<file path="config.mk">
export PLATFORM = sky130hd
export DESIGN_NAME = icache_responder
export DESIGN_NICKNAME = d
export VERILOG_FILES = /design/src/rtl/cpu_types_pkg.sv /design/src/rtl/icache_counter.sv /design/src/rtl/icache_responder.sv
export SDC_FILE = /design/constraint.sdc
export NUM_CORES = 1
export LEC_CHECK = 0
export BUFFER_PORTS_ARGS = -buffer_cell sky130_fd_sc_hd__buf_4
export CORE_MARGIN = 5
export CORE_UTILIZATION = 50
export CTS_CLUSTER_DIAMETER = 120
export CTS_CLUSTER_SIZE = 8
export DETAILED_ROUTE_END_ITERATION = 6
export GPL_ROUTABILITY_DRIVEN = 0
export PLACE_DENSITY = 0.72
export SYNTH_ARGS = -nofsm -noshare
export SYNTH_HDL_FRONTEND = slang
export SYNTH_SLANG_ARGS = --single-unit
</file>
<file path="constraint.sdc">
create_clock -name CLK -period 10.45 [get_ports CLK]
set_clock_uncertainty 0.05 [all_clocks]
set_input_delay 1.5675 -clock CLK [delete_from_list [all_inputs] [get_ports CLK]]
set_output_delay 1.5675 -clock CLK [all_outputs]
set_load 0.005 [all_outputs]
</file>
<file path="src/rtl/cpu_types_pkg.sv">
// Shared types for the instruction-side cache: word type, fill FSM states and line frame.
package cpu_types_pkg;

    localparam int unsigned WORD_W = 32;
    localparam int unsigned IBYT_W = 2;

    typedef logic [WORD_W-1:0] word_t;

    typedef enum logic {
        IDLE,
        FILL
    } icache_state_t;

    // The tag field holds the full word address so the frame stays independent of SETS.
    // The index bits inside it always match the selected line.
    typedef struct packed {
        logic                       valid;
        logic [WORD_W-IBYT_W-1:0]   tag;
        word_t                      data;
    } icache_frame_t;

endpackage

</file>
<file path="src/rtl/icache_counter.sv">
// Saturating event counter with synchronous clear; holds at all-ones.
module icache_counter #(
    parameter int unsigned CNT_W = 32
) (
    input  logic             clk,
    input  logic             rst_n,
    input  logic             clr,
    input  logic             inc,
    output logic [CNT_W-1:0] count
);

    logic [CNT_W-1:0] count_q, count_d;

    always_comb begin
        count_d = count_q;
        if (clr) begin
            count_d = '0;
        end else if (inc && (count_q != {CNT_W{1'b1}})) begin
            count_d = count_q + 1'b1;
        end
    end

    always_ff @(posedge clk or negedge rst_n) begin
        if (!rst_n) begin
            count_q <= '0;
        end else begin
            count_q <= count_d;
        end
    end

    assign count = count_q;

endmodule

</file>
<file path="src/rtl/icache_responder.sv">
// Direct-mapped, one-word-line, read-only instruction cache. Hits answer in the same cycle;
// misses run a fill over the iREN/iwait handshake that is never aborted once started.
module icache_responder
    import cpu_types_pkg::*;
#(
    parameter int unsigned SETS  = 16,
    parameter int unsigned IDX_W = $clog2(SETS),
    parameter int unsigned CNT_W = 32
) (
    input  logic             CLK,
    input  logic             nRST,
    input  logic             imemREN,
    input  logic [31:0]      imemaddr,
    output logic             ihit,
    output logic [31:0]      imemload,
    output logic             iREN,
    output logic [31:0]      iaddr,
    input  logic             iwait,
    input  logic [31:0]      iload,
    output logic [CNT_W-1:0] hit_count,
    output logic [CNT_W-1:0] miss_count
);

    localparam int unsigned TAG_W = WORD_W - IBYT_W;

    icache_state_t state_q, state_d;
    word_t         miss_q, miss_d;
    logic          fill_we;

    logic [SETS-1:0]  valid_q;
    logic [TAG_W-1:0] tag_q  [SETS];
    word_t            data_q [SETS];

    logic [IDX_W-1:0] idx;
    logic [IDX_W-1:0] fill_idx;
    icache_frame_t    lookup;
    logic             hit;

    // Byte offset is meaningless for word fetches.
    logic unused_byte_off;
    assign unused_byte_off = ^imemaddr[IBYT_W-1:0];

    assign idx      = imemaddr[IDX_W+IBYT_W-1:IBYT_W];
    assign fill_idx = miss_q[IDX_W+IBYT_W-1:IBYT_W];

    always_comb begin
        lookup       = '0;
        lookup.valid = valid_q[idx];
        lookup.tag   = tag_q[idx];
        lookup.data  = data_q[idx];
    end

    assign hit      = imemREN && lookup.valid && (lookup.tag == imemaddr[WORD_W-1:IBYT_W]);
    assign imemload = lookup.data;

    always_comb begin
        state_d = state_q;
        miss_d  = miss_q;
        ihit    = 1'b0;
        iREN    = 1'b0;
        iaddr   = '0;
        fill_we = 1'b0;
        unique case (state_q)
            IDLE: begin
                if (hit) begin
                    ihit = 1'b1;
                end else if (imemREN) begin
                    miss_d  = {imemaddr[WORD_W-1:IBYT_W], {IBYT_W{1'b0}}};
                    state_d = FILL;
                end
            end
            FILL: begin
                iREN  = 1'b1;
                iaddr = miss_q;
                if (!iwait) begin
                    fill_we = 1'b1;
                    state_d = IDLE;
                end
            end
            default: state_d = IDLE;
        endcase
    end

    always_ff @(posedge CLK or negedge nRST) begin
        if (!nRST) begin
            state_q <= IDLE;
            miss_q  <= '0;
            valid_q <= '0;
        end else begin
            state_q <= state_d;
            miss_q  <= miss_d;
            if (fill_we) begin
                valid_q[fill_idx] <= 1'b1;
            end
        end
    end

    // Tag and data carry no reset; valid_q alone qualifies them.
    always_ff @(posedge CLK) begin
        if (fill_we) begin
            tag_q[fill_idx]  <= miss_q[WORD_W-1:IBYT_W];
            data_q[fill_idx] <= iload;
        end
    end

    icache_counter #(
        .CNT_W (CNT_W)
    ) u_hit_cnt (
        .clk   (CLK),
        .rst_n (nRST),
        .clr   (1'b0),
        .inc   (ihit),
        .count (hit_count)
    );

    icache_counter #(
        .CNT_W (CNT_W)
    ) u_miss_cnt (
        .clk   (CLK),
        .rst_n (nRST),
        .clr   (1'b0),
        .inc   (fill_we),
        .count (miss_count)
    );

endmodule
</file>
==> results.sh <==
export IMPL_drc=0
export IMPL_cap_viol_max_count=0
export IMPL_max_stage_delay_ns=0.80
export IMPL_ctsRootBufferMaster="clkbuf_16"
export IMPL_synthArstFlopShare_pct=10.1
export IMPL_period_needed_ns=7.39
export IMPL_port_buffers=193
export IMPL_firstDrtPassIters=5
export IMPL_ant_nets=0
export IMPL_post_dp_cell_area_sq_um=45800
export IMPL_netlist_area_sq_um=43000
export IMPL_final_util_pct=58.9
export IMPL_design_area_sq_um=50200
export IMPL_crit_path_end_kind="primary output"
export IMPL_yosysSeqAreaShare_pct=75.7
export IMPL_dieWidth_microns=303
export IMPL_grt_pass1_wl_mm=150
export IMPL_vias_per_cell=6.01
export IMPL_vias=21500
export IMPL_cts_hold_buf=0
export IMPL_fin_crit_sh_pct=70.7
export IMPL_grt_antenna_before_repair=5
export IMPL_final_cells=3573
export IMPL_yosys_warnings=0
export IMPL_ir_worst_vdd_uv=161
export IMPL_ios=198
export IMPL_hold_viol=0
export IMPL_fmax_mhz=135
export IMPL_dieHeight_microns=303
export IMPL_clock_latency_ns=0.74
export IMPL_cts_clk_slew_worst_paths_ns=0.05
export IMPL_layout_commonest_cell="edfxtp_1"
export IMPL_hp_start="valid_q[15]"
export IMPL_path_class="input port to primary output"
export IMPL_syn_area_per_cell_sq_um=21.1
export IMPL_cp_data_required_time_ns=8.83
export IMPL_setup_violations=0
export IMPL_r2r_setup_slack_ns=5.83
export IMPL_grt_total_usage_pct=22.5
export IMPL_drive_gt1_share_pct=30.4
export IMPL_slew_headroom_pct=20.9
export IMPL_syn_inst=2036
export IMPL_drt_iter0_drc=1987
export IMPL_hold_ws_ns=0.417
export IMPL_crit_start="imemaddr[4]"
export IMPL_p_per_area_nw_per_um2=209
export IMPL_cts_htree_levels=4
export IMPL_worst_slew_pin_slew_ns=1.19
export IMPL_tns_ns=0
export IMPL_cp_data_arrival_time_ns=5.77
export IMPL_cts_sinks=1103
export IMPL_cp_common_cell="buf_4"
export IMPL_rsz0062_at_grt="false"
export IMPL_core_sq_um=85300
export IMPL_wl_per_cell_microns=28.4
export IMPL_grt_max_degree=79
export IMPL_dpl_cell_count=3318
export IMPL_synth_flop_cell="edfxtp_1"
export IMPL_dp_hpwl_mm=53.0
export IMPL_cts_setup_buffers=0
export IMPL_slew_violations=0
export IMPL_layout_common_cells="edfxtp_1, mux4_2, buf_4, clkbuf_16, dfrtp_1"
export IMPL_drt_wl_total_mm=102
export IMPL_crit_fanout=57
export IMPL_ys_types=68
export IMPL_dieArea_sq_um=92000
export IMPL_hp_class="flop to flop"
export IMPL_timing_rr_start="tag_q[0][23]"
export IMPL_status="finished clean"
export IMPL_grt_remaining_overflow=0
export IMPL_grt_pass1_vias=22700
export IMPL_cts_resized=0
export IMPL_start_util_pct=50.4
export IMPL_synth_edf_count=992
export IMPL_critPathSlowestCell="buf_4"
export IMPL_ys_ff_latch=1103
export IMPL_area_growth_synth_to_final_pct=16.8
export IMPL_numCtsBuffers=155
export IMPL_finalNetCount=2401
export IMPL_rows=107
export IMPL_p_leak_nw=17.0
export IMPL_cts_path_max_buffers=3
export IMPL_cts_tree="done"
export IMPL_path_cells="buf_6 > buf_4 > mux4_2 > o22ai_1 > a31oi_1 > mux2i_1 > nand4_1 > a2111oi_1 > nand4_2 > nor2_1 > buf_4"
export IMPL_start_kind="input port"
-- worst max-delay path: cells and delay by family --
family | cells | cell delay (ns)
and+or+nand+nor | 3 | 1.01
AOI/OAI and AO/OA | 3 | 0.96
muxes | 2 | 0.62
buffers and inverters | 3 | 1.52
-- state kept, by name (all words and copies together), names as in the netlist --
signal            count
data_q              512
valid_q              16
u_hit_cnt.count      32
miss_q               30
tag_q               480
state_q               1
u_miss_cnt.count     32
-- final cells by class --
class | count | area [sq um]
Antenna cell | 2 | 5.00
Clock buffer | 241 | 4270
Clock inverter | 12 | 169
Fill cell | 6040 | 35000
Inverter | 13 | 50.0
Multi-Input combinational cell | 828 | 10000
Sequential cell | 1103 | 32600
Tap cell | 1144 | 1430
Timing Repair Buffer | 230 | 1750
-- worst paths after layout --
check | endpoint | cells after the start
min in group asynchronous | miss_q[19] | 1
max reg2reg | u_hit_cnt.count[14] | 10
max in group asynchronous | u_hit_cnt.count[18] | 2
min | valid_q[15] | 1
max | ihit | 11
min reg2reg | valid_q[15] | 1
-- cell families (layout without fill, tap and decap cells) --
kind of cell,Yosys count,after routing,synth area share (%)
AO/OA/AOI/OAI,87,87,1.50
adder cells (fa/ha/maj),2,2,0.0582
multiplexers,357,357,15.9
XOR/XNOR,92,92,1.87
flip-flops,1103,1103,75.7
buffers and inverters,106,496,1.29
other,1,4,0.00872
AND/OR/NAND/NOR,288,288,3.67
-- power breakdown --
part	total (mW)	internal, mW	switching, mW
combinational	0.683	0.314	0.369
clock	4.56	2.78	1.78
sequential	5.27	5.09	0.177
-- layer usage --
layer	track usage, %	up-vias	part of all wire (%)
li1	-	8959	-
met1	29.3	11400	38
met2	37.5	950	51
met3	6.08	171	8.6
met4	6.85	6	2.4
met5	0	-	0.038
-- cells in the mapped netlist, drive strengths merged, types with 2 or more instances --
master / number / area (sq um)
a22oi: 10 / 75.1
and2: 36 / 225
and4: 6 / 52.6
mux2i: 61 / 611
a221oi: 11 / 96.3
a211oi: 4 / 30.0
and4bb: 3 / 37.5
a2111oi: 3 / 40.0
mux4: 246 / 5540
o32ai: 2 / 17.5
clkbuf: 20 / 75.1
a21oi: 8 / 40.0
o21ai: 12 / 60.1
o31ai: 2 / 15.0
nor3: 16 / 85.1
nand3b: 2 / 15.0
xnor2: 64 / 561
ha: 2 / 25.0
nand3: 34 / 170
o31a: 2 / 17.5
edfxtp: 992 / 29800
and3: 17 / 106
nor2: 45 / 169
or2: 17 / 106
mux2: 50 / 672
o211ai: 2 / 15.0
a32oi: 2 / 17.5
or3: 4 / 25.0
nand2b: 10 / 62.6
dfrtp: 111 / 2780
o22ai: 10 / 62.6
o221ai: 3 / 26.3
xor2: 28 / 245
inv: 12 / 45.0
nor4: 7 / 58.8
nand4: 27 / 175
a31oi: 6 / 37.5
nand2: 50 / 188
nor3b: 3 / 22.5
buf: 73 / 433
a311o: 2 / 20.0
nor2b: 8 / 52.6
-- metrics by stage --
step	setup WS, ns	total power [mW]
floorplan	3.46	5.69
global placement	3.04	5.99
detailed placement	3.00	6.03
CTS	2.96	10.6
global route	2.67	10.9
finish	3.06	10.5
Power figures use the tool's default switching activity.
